[src/rtl/specialist_pkg.sv]
// Shared types and constants for the RKS tape-image loader and its byte FIFO.
package specialist_pkg;

  typedef enum logic [2:0] {
    IDLE,
    HDR,
    DATA,
    CSUM,
    SKIP
  } state_t;

  typedef enum logic [1:0] {
    ERR_OK    = 2'd0,
    ERR_CSUM  = 2'd1,
    ERR_RANGE = 2'd2,
    ERR_TRUNC = 2'd3
  } err_t;

  localparam int RKS_HDR_LEN = 4;
  localparam int RKS_TRL_LEN = 2;

  // The last payload byte only enters the low half; all others enter both halves.
  function automatic logic [15:0] cs_step(input logic [15:0] cs, input logic [7:0] b,
                                          input logic last);
    return last ? cs + {8'h00, b} : cs + {b, b};
  endfunction

endpackage

[src/rtl/byte_fifo.sv]
// Small synchronous byte FIFO with flush; a push while full is dropped and flagged on drop.
module byte_fifo #(
  parameter int DEPTH = 4
) (
  input  logic       clk,
  input  logic       rst_n,
  input  logic       flush,
  input  logic       push,
  input  logic [7:0] din,
  input  logic       pop,
  output logic [7:0] dout,
  output logic       full,
  output logic       empty,
  output logic       drop
);

  localparam int AW = $clog2(DEPTH);

  logic [7:0]    mem [DEPTH];
  logic [AW-1:0] rd_ptr;
  logic [AW-1:0] wr_ptr;
  logic [AW:0]   count;
  logic          do_push;
  logic          do_pop;

  assign empty   = (count == '0);
  assign full    = (count == (AW+1)'(DEPTH));
  assign do_pop  = pop && !empty && !flush;
  // A slot freed by a same-cycle pop can take the incoming byte.
  assign do_push = push && !flush && (!full || do_pop);
  assign drop    = push && !flush && !do_push;
  assign dout    = mem[rd_ptr];

  always_ff @(posedge clk or negedge rst_n) begin
    if (!rst_n) begin
      rd_ptr <= '0;
      wr_ptr <= '0;
      count  <= '0;
    end else if (flush) begin
      rd_ptr <= '0;
      wr_ptr <= '0;
      count  <= '0;
    end else begin
      if (do_push) wr_ptr <= wr_ptr + 1'b1;
      if (do_pop)  rd_ptr <= rd_ptr + 1'b1;
      case ({do_push, do_pop})
        2'b10:   count <= count + 1'b1;
        2'b01:   count <= count - 1'b1;
        default: count <= count;
      endcase
    end
  end

  always_ff @(posedge clk) begin
    if (do_push) mem[wr_ptr] <= din;
  end

endmodule

[src/rtl/rks_loader.sv]
// Turns an RKS tape-image download stream into CPU RAM writes, holding the CPU in reset
// while loading and reporting header, checksum and truncation errors at completion.
module rks_loader
  import specialist_pkg::*;
#(
  parameter int FIFO_DEPTH = 4,
  parameter int ADDR_W     = 16
) (
  input  logic              clk_sys,
  input  logic              reset_n,
  input  logic              dl_active,
  input  logic              dl_wr,
  input  logic [7:0]        dl_data,
  output logic              mem_req,
  output logic [ADDR_W-1:0] mem_addr,
  output logic [7:0]        mem_dout,
  input  logic              mem_ack,
  output logic              busy,
  output logic              done,
  output logic [1:0]        err,
  output logic [ADDR_W-1:0] start_addr
);

  state_t      state;
  logic        act_q;
  logic        draining;
  logic        ovf;
  logic [1:0]  cnt;
  logic [7:0]  lo_byte;
  logic [7:0]  cs_hi;
  logic [15:0] start_f;
  logic [16:0] len;
  logic [16:0] idx;
  logic [15:0] cs;

  logic        rise;
  logic        fall;
  logic        finish;
  logic        pop;
  logic        push;
  logic        flush;
  logic [7:0]  fifo_dout;
  logic        fifo_full;
  logic        fifo_empty;
  logic        fifo_drop;
  logic [15:0] end_f;
  logic        last_byte;

  assign rise      = dl_active && !act_q;
  assign fall      = !dl_active && act_q;
  // The load ends on the fall, or later once the write that was in flight is acknowledged.
  assign finish    = (state != IDLE) && !rise && (fall || draining) && (!mem_req || mem_ack);
  assign push      = dl_wr && (state != IDLE);
  assign flush     = rise || finish;
  assign pop       = !rise && !fall && !draining && !fifo_empty &&
                     ((state == HDR) || (state == CSUM) || (state == SKIP) ||
                      ((state == DATA) && !mem_req));
  assign end_f     = {fifo_dout, lo_byte};
  assign last_byte = ((idx + 17'd1) == len);

  byte_fifo #(.DEPTH(FIFO_DEPTH)) u_fifo (
    .clk   (clk_sys),
    .rst_n (reset_n),
    .flush (flush),
    .push  (push),
    .din   (dl_data),
    .pop   (pop),
    .dout  (fifo_dout),
    .full  (fifo_full),
    .empty (fifo_empty),
    .drop  (fifo_drop)
  );

  always_ff @(posedge clk_sys or negedge reset_n) begin
    if (!reset_n) begin
      state      <= IDLE;
      act_q      <= 1'b0;
      draining   <= 1'b0;
      ovf        <= 1'b0;
      cnt        <= '0;
      lo_byte    <= '0;
      cs_hi      <= '0;
      start_f    <= '0;
      len        <= '0;
      idx        <= '0;
      cs         <= '0;
      mem_req    <= 1'b0;
      mem_addr   <= '0;
      mem_dout   <= '0;
      busy       <= 1'b0;
      done       <= 1'b0;
      err        <= ERR_OK;
      start_addr <= '0;
    end else begin
      act_q <= dl_active;
      done  <= 1'b0;
      if (fifo_drop) ovf <= 1'b1;

      if (rise) begin
        // Restart from any state; an in-flight write is abandoned, not awaited.
        state    <= HDR;
        busy     <= 1'b1;
        err      <= ERR_OK;
        cs       <= '0;
        cnt      <= '0;
        idx      <= '0;
        ovf      <= 1'b0;
        draining <= 1'b0;
        mem_req  <= 1'b0;
      end else if (finish) begin
        state    <= IDLE;
        busy     <= 1'b0;
        done     <= 1'b1;
        mem_req  <= 1'b0;
        draining <= 1'b0;
        if ((state inside {HDR, DATA, CSUM}) || ovf || fifo_drop) err <= ERR_TRUNC;
      end else if (fall) begin
        draining <= 1'b1;
      end else if (!draining) begin
        case (state)
          HDR: begin
            if (pop) begin
              cnt <= cnt + 1'b1;
              case (cnt)
                2'd0: lo_byte <= fifo_dout;
                2'd1: begin
                  start_f    <= {fifo_dout, lo_byte};
                  start_addr <= ADDR_W'({fifo_dout, lo_byte});
                end
                2'd2: lo_byte <= fifo_dout;
                default: begin
                  if (end_f < start_f) begin
                    err   <= ERR_RANGE;
                    state <= SKIP;
                  end else begin
                    len   <= {1'b0, end_f} - {1'b0, start_f} + 17'd1;
                    idx   <= '0;
                    state <= DATA;
                  end
                end
              endcase
            end
          end
          DATA: begin
            if (mem_req) begin
              if (mem_ack) begin
                mem_req <= 1'b0;
                idx     <= idx + 17'd1;
                if (last_byte) begin
                  state <= CSUM;
                  cnt   <= '0;
                end
              end
            end else if (pop) begin
              mem_req  <= 1'b1;
              mem_addr <= start_addr + ADDR_W'(idx);
              mem_dout <= fifo_dout;
              cs       <= cs_step(cs, fifo_dout, last_byte);
            end
          end
          CSUM: begin
            if (pop) begin
              cnt <= cnt + 1'b1;
              if (cnt == 2'(RKS_TRL_LEN - 1)) begin
                if ({cs_hi, fifo_dout} != cs) err <= ERR_CSUM;
                state <= SKIP;
              end else begin
                cs_hi <= fifo_dout;
              end
            end
          end
          default: ;
        endcase
      end
    end
  end

endmodule
[config.mk]
export PLATFORM = sky130hd
export DESIGN_NAME = rks_loader
export DESIGN_NICKNAME = d
export VERILOG_FILES = /design/src/rtl/specialist_pkg.sv /design/src/rtl/byte_fifo.sv /design/src/rtl/rks_loader.sv
export SDC_FILE = /design/constraint.sdc
export NUM_CORES = 1
export LEC_CHECK = 0
export CAP_MARGIN = 20
export CORE_MARGIN = 5
export CORE_UTILIZATION = 61
export CTS_CLUSTER_SIZE = 25
export DETAILED_ROUTE_END_ITERATION = 12
export PLACE_DENSITY = 0.81
export RECOVER_POWER = 100
export SYNTH_ARGS = -nofsm -noshare
export SYNTH_HDL_FRONTEND = slang
export SYNTH_HIERARCHICAL = 1
export SYNTH_SLANG_ARGS = --single-unit
[constraint.sdc]
create_clock -name clk_sys -period 5.1 [get_ports clk_sys]
set_input_delay 0.765 -clock clk_sys [delete_from_list [all_inputs] [get_ports clk_sys]]
set_output_delay 0.765 -clock clk_sys [all_outputs]
set_load 0.005 [all_outputs]
Yosys cells after proc, flatten, opt, wreduce, memory -nomap -nowiden
Memories as Yosys holds them, arrays and structs flattened.
Index checks and enable logic that the tools add are counted.
{"block": "word_totals", "regBits": 126, "ram_bits": 32, "input_bits": 13, "output_inout_bits": 45, "n_memories": 1}
{"block": "op_classes", "addsub": 11, "order_cmp": 1, "n_eq_ne": 34, "n_mux": 77, "n_bitwise": 8, "n_reduce_logical": 66}
{"name": "u_fifo.mem", "words": 4, "width": 8, "read_ports": 1, "rd_ports_with_merged_regs": 0, "wr": 1, "line_no": "byte_fifo.sv:19", "text": "logic [7:0] mem [DEPTH];"}
{"cell": "$mux 17", "n": 9}
{"cell": "$mux 16", "n": 8}
{"cell": "$mux 2", "n": 23}
{"cell": "$mux 3", "n": 13}
{"cell": "$add 17x1->17 const B", "n": 2}
{"cell": "$pmux 17 s2", "n": 1}
{"cell": "$add 16x16->16", "n": 2}
{"cell": "$reduce_and 7->1", "n": 4}
{"cell": "$reduce_bool 3->1", "n": 7}
{"cell": "$ne 4x3->1 const B", "n": 5}
{"cell": "$reduce_and 10->1", "n": 2}
{"cell": "$mux 1", "n": 19}
{"cell": "$eq 17x17->1", "n": 1}
{"cell": "$sub 16x16->17", "n": 1}
{"cell": "$add 16x8->16", "n": 1}
{"cell": "$logic_and 1x1->1", "n": 16}
{"cell": "$lt 16x16->1", "n": 1}
{"cell": "$ne 16x16->1", "n": 1}
{"cell": "$ne 4x4->1 const B", "n": 4}
{"cell": "$reduce_and 8->1", "n": 2}
{"cell": "$ne 3x3->1 const B", "n": 5}
{"cell": "$reduce_bool 2->1", "n": 6}
{"cell": "$logic_not 1->1", "n": 10}
{"cell": "$logic_or 1x1->1", "n": 9}
{"cell": "25 further kinds", "n": 45}

Longest topological paths before layout
{"block": "logic_depth", "depth_word": 17, "depth_mapped": 20, "mapped_depth_nobuf": 17}

Cells and area by module
Netlist, hierarchy kept.
{"module": "rks_loader", "n_inst": 1, "cells_per_inst": 885, "area_each_um2": 8235.4}
{"module": "byte_fifo", "n_inst": 1, "cells_per_inst": 103, "area_each_um2": 1729.2}

Worst setup path after synthesis
OpenSTA, ideal clock, no wires.
{"block": "synth_timing", "path_type": "reg-to-reg", "startpoint": "register idx[0]", "endpoint": "register cs[15]", "t_arrival_ns": 4.259, "t_required_ns": 5.034, "path_slack_ns": 0.775, "path_stages_with_launch": 18, "n_path_buf": 1, "synth_period_minus_slack_ns": 4.325, "cell_sequence": "dfrtp_1 ha_1 nand2_1 or4_1 xnor2_1 or3_1 nor4_2 and3_1 buf_4 nor2b_1 ha_1 a211oi_1 nor2_1 nor2_1 o2111ai_1 o211ai_1 mux4_2 nand2_1"}
{"block": "synth_via", "elab_chain_len": 10}
{"element": "from (decl)", "line_no": "rks_loader.sv:33", "text": "logic [16:0] idx;"}
{"element": "from (signal assigned)", "line_no": "rks_loader.sv:148", "text": "idx <= idx + 17'd1;"}
{"element": "$add 17x1->17", "line_no": "rks_loader.sv:59", "text": "assign last_byte = ((idx + 17'd1) == len);"}
{"element": "$eq 17x17->1", "line_no": "rks_loader.sv:59"}
{"element": "$mux 16", "line_no": "specialist_pkg.sv:25", "text": "return last ? cs + {8'h00, b} : cs + {b, b};"}
{"element": "$mux 16", "line_no": "rks_loader.sv:154", "text": "end else if (pop) begin"}
{"element": "$mux 16", "line_no": "rks_loader.sv:145", "text": "if (mem_req) begin"}
{"element": "$mux 16", "line_no": "rks_loader.sv:120", "text": "case (state)"}
{"element": "$mux 16", "line_no": "rks_loader.sv:119", "text": "end else if (!draining) begin"}
{"element": "$mux 16", "line_no": "rks_loader.sv:117", "text": "end else if (fall) begin"}
{"element": "$mux 16", "line_no": "rks_loader.sv:110", "text": "end else if (finish) begin"}
{"element": "$mux 16", "line_no": "rks_loader.sv:99", "text": "if (rise) begin"}
{"element": "to (signal assigned)", "line_no": "rks_loader.sv:158", "text": "cs <= cs_step(cs, fifo_dout, last_byte);"}
{"element": "to (decl)", "line_no": "rks_loader.sv:34", "text": "logic [15:0] cs;"}
Every way passes these cells. The select of a mux whose other input is x is not followed.
A chain may end at the register's enable or synchronous reset.

Final worst setup path
Same ends and word-level chain as after synthesis.

==> results.sh <==
export IMPL_syn_nets=1086
export IMPL_numCtsBuffers=17
export IMPL_crit_fanout=8
export IMPL_grt_remaining_overflow=0
export IMPL_root_buffer="clkbuf_16"
export IMPL_cts_tree="done"
export IMPL_initial_core_util_pct=62.50
export IMPL_ys_seq_area_share_pct=41.29
export IMPL_drtIter0Drc=465
export IMPL_place_inst=1236
export IMPL_max_slew_margin_pct=-61.52
export IMPL_ant_nets=0
export IMPL_ys_seq_elements=158
export IMPL_outcome="complete, but fails checks"
export IMPL_fmax_mhz=213.8
export IMPL_grt_pass1_wl_um=37950
export IMPL_grt_pass1_vias=7589
export IMPL_crit_required_ns=5.48
export IMPL_die_width_um=137.8
export IMPL_fp_row_count=46
export IMPL_area_growth_syn_to_layout_pct=13.44
export IMPL_hold_viol_final=0
export IMPL_power_density_nw_per_um2=413.7
export IMPL_criticalPathCategory="flop to flop"
export IMPL_routabilityCongestion=0.9707
export IMPL_path_clk_slew_ns=0.07
export IMPL_hold_path_class="flop to flop"
export IMPL_ys_types=75
export IMPL_drc=0
export IMPL_maxCapViolCount=1
export IMPL_n_antenna_cell=0
export IMPL_cp_start_kind="flop"
export IMPL_ctsHtreeMaxLevel=4
export IMPL_p_total_mw=4.676
export IMPL_rsz0062_at_grt="false"
export IMPL_synth_top_area_share_pct=31.64
export IMPL_period_share_pct=91.72
export IMPL_tightest_slew_ns=2.423
export IMPL_synth_edff_count=32
export IMPL_post_drt_wl_per_cell_um=18.24
export IMPL_fin_cells=1268
export IMPL_clockBufferDepth=2
export IMPL_fin_nets=1137
export IMPL_cp_end_kind="flop"
export IMPL_numPortBuffers=57
export IMPL_antenna_found_initial=0
export IMPL_synthTopCellsByArea="dfrtp_1 (32%), edfxtp_1 (9.6%), ha_1 (9.3%)"
export IMPL_synth_flop_cell="dfrtp_1"
export IMPL_track_usage_pct=25.76
export IMPL_ys_warn_count=6
export IMPL_power_static_leakage_nw=5.134
export IMPL_yosysTopAreaCell="dfrtp_1"
export IMPL_fin_setup_tns_ns=0
export IMPL_final_layout_size_suffix_gt1_share_pct=9.221
export IMPL_routed_wl_um=23130
export IMPL_syn_inst=988
export IMPL_postLayoutCoreUtil_pct=70.90
export IMPL_grt_max_degree=59
export IMPL_num_vias=7586
export IMPL_period_needed_ns=4.678
export IMPL_avgSynthCellArea_um2=10.09
export IMPL_worstPathArrival_ns=5.05
export IMPL_layout_commonest_cell="dfrtp_1"
export IMPL_finClkSkew_ns=0.01030
export IMPL_vias_per_cell=5.983
export IMPL_syn_area_um2=9965
export IMPL_post_dp_hpwl_um=17000
export IMPL_die_h_um=137.8
export IMPL_dieArea_um2=18990
export IMPL_vdd_ir_drop_worst_v=0.0002728
export IMPL_violations="max-capacitance violations, max-slew violations"
export IMPL_ctsHoldBuffers=0
export IMPL_dr_pass1_iters=5
export IMPL_core_area_um2=15940
export IMPL_setup_viol=0
export IMPL_clkSinkCount=158
export IMPL_final_cell_mix="dfrtp_1 (126), o21ai_0 (78), nand2_1 (73), ha_1 (73)"
export IMPL_pin_count=58
export IMPL_ys_async_sr_fraction_pct=79.75
export IMPL_clock_latency_ns=0.44
export IMPL_slew_violations=44
stage by stage:
step | hold slack, ns | area, µm² | setup WS (ns)
2_1_floorplan | 0.4472 | 9965 | 0.7753
3_3_place_gp | 0.4599 | 10750 | 0.3973
3_5_place_dp | 0.4688 | 10750 | 0.2648
4_1_cts | 0.2357 | 11370 | 0.2379
5_1_grt | 0.4951 | 11300 | 0.03369
6_report | 0.4716 | 11300 | 0.4222
layout make-up:
class / instances / area (µm²)
Clock buffer: 17 / 425.4
Sequential cell: 158 / 4114
Fill cell: 1238 / 4639
Multi-Input combinational cell: 720 / 5374
Inverter: 69 / 259.0
Timing Repair Buffer: 73 / 659.4
Tap cell: 216 / 270.3
Clock inverter: 15 / 201.4
cells by family after synthesis:
family | Yosys count | synth area share (%)
compound gates | 237 | 15.28
fa+ha+maj | 85 | 11.50
simple gates | 273 | 14.24
xor+xnor | 77 | 6.768
mux | 48 | 6.416
buf+inv | 110 | 4.508
flops | 158 | 41.29
routing by layer:
metal / GRT usage [%] / vias to the layer above / wire (µm)
met5: 0 / - / 0
met4: 10.48 / 0 / 770
met3: 4.164 / 47 / 1103
met2: 44.79 / 211 / 11580
met1: 31.99 / 3683 / 9670
li1: - / 3645 / -
sequential cells by signal (all words and copies together), names as in the netlist, 3 cells and up:
signal	count
cs	16
cs_hi	8
idx	17
len	17
lo_byte	8
mem_addr	16
mem_dout	8
start_f	16
state	3
u_fifo/count	3
u_fifo/mem	32
synth_stat cells, types with 14 or more instances:
library cell,instances
nand2_1,73
o21ai_0,78
ha_1,74
xnor2_1,46
edfxtp_1,32
nor2_1,67
nand3_1,14
a21oi_1,47
xor2_1,31
clkbuf_1,22
dfrtp_1,126
mux2_2,32
inv_1,67
final timing paths:
kind	startpoint	slack, ns	to	cells after the start
max	idx[0]$_DFFE_PN0P_	0.42	cs[15]$_DFFE_PN0P_	16
min	mem_addr[6]$_DFFE_PN0P_	0.47	mem_addr[6]$_DFFE_PN0P_	2
max reg2reg	idx[0]$_DFFE_PN0P_	0.42	cs[15]$_DFFE_PN0P_	16
min reg2reg	mem_addr[6]$_DFFE_PN0P_	0.47	mem_addr[6]$_DFFE_PN0P_	2
max in group asynchronous	reset_n	1.52	u_fifo/count[1]$_DFFE_PN0P_	2
min in group asynchronous	reset_n	0.64	mem_addr[1]$_DFFE_PN0P_	1
report_power, final:
| part | leakage (nW) | internal [mW] | switching, mW |
|---|---|---|---|
| sequential | 2.00 | 1.45 | 0.166 |
| combinational | 2.83 | 0.728 | 0.960 |
| clock | 0.305 | 0.790 | 0.577 |
critical path, cell delays in order (launching register included):
cell,delay (ns)
dfrtp_1,0.48
ha_2,0.31
nand2_1,0.08
or4_1,0.60
xnor2_1,0.18
or3_1,0.38
nor4_2,0.29
and3_2,0.35
nor2b_1,0.08
ha_1,0.34
a211oi_1,0.22
nor2_1,0.09
nor2_1,0.24
o2111ai_1,0.17
o211ai_1,0.19
mux4_2,0.54
nand2_1,0.07
what timing repair did:
item	in CTS	in global routing
setup endpoints to repair	0	1
resized for setup	0	2
setup buffers	0	0
Power figures use the tool's default switching activity.
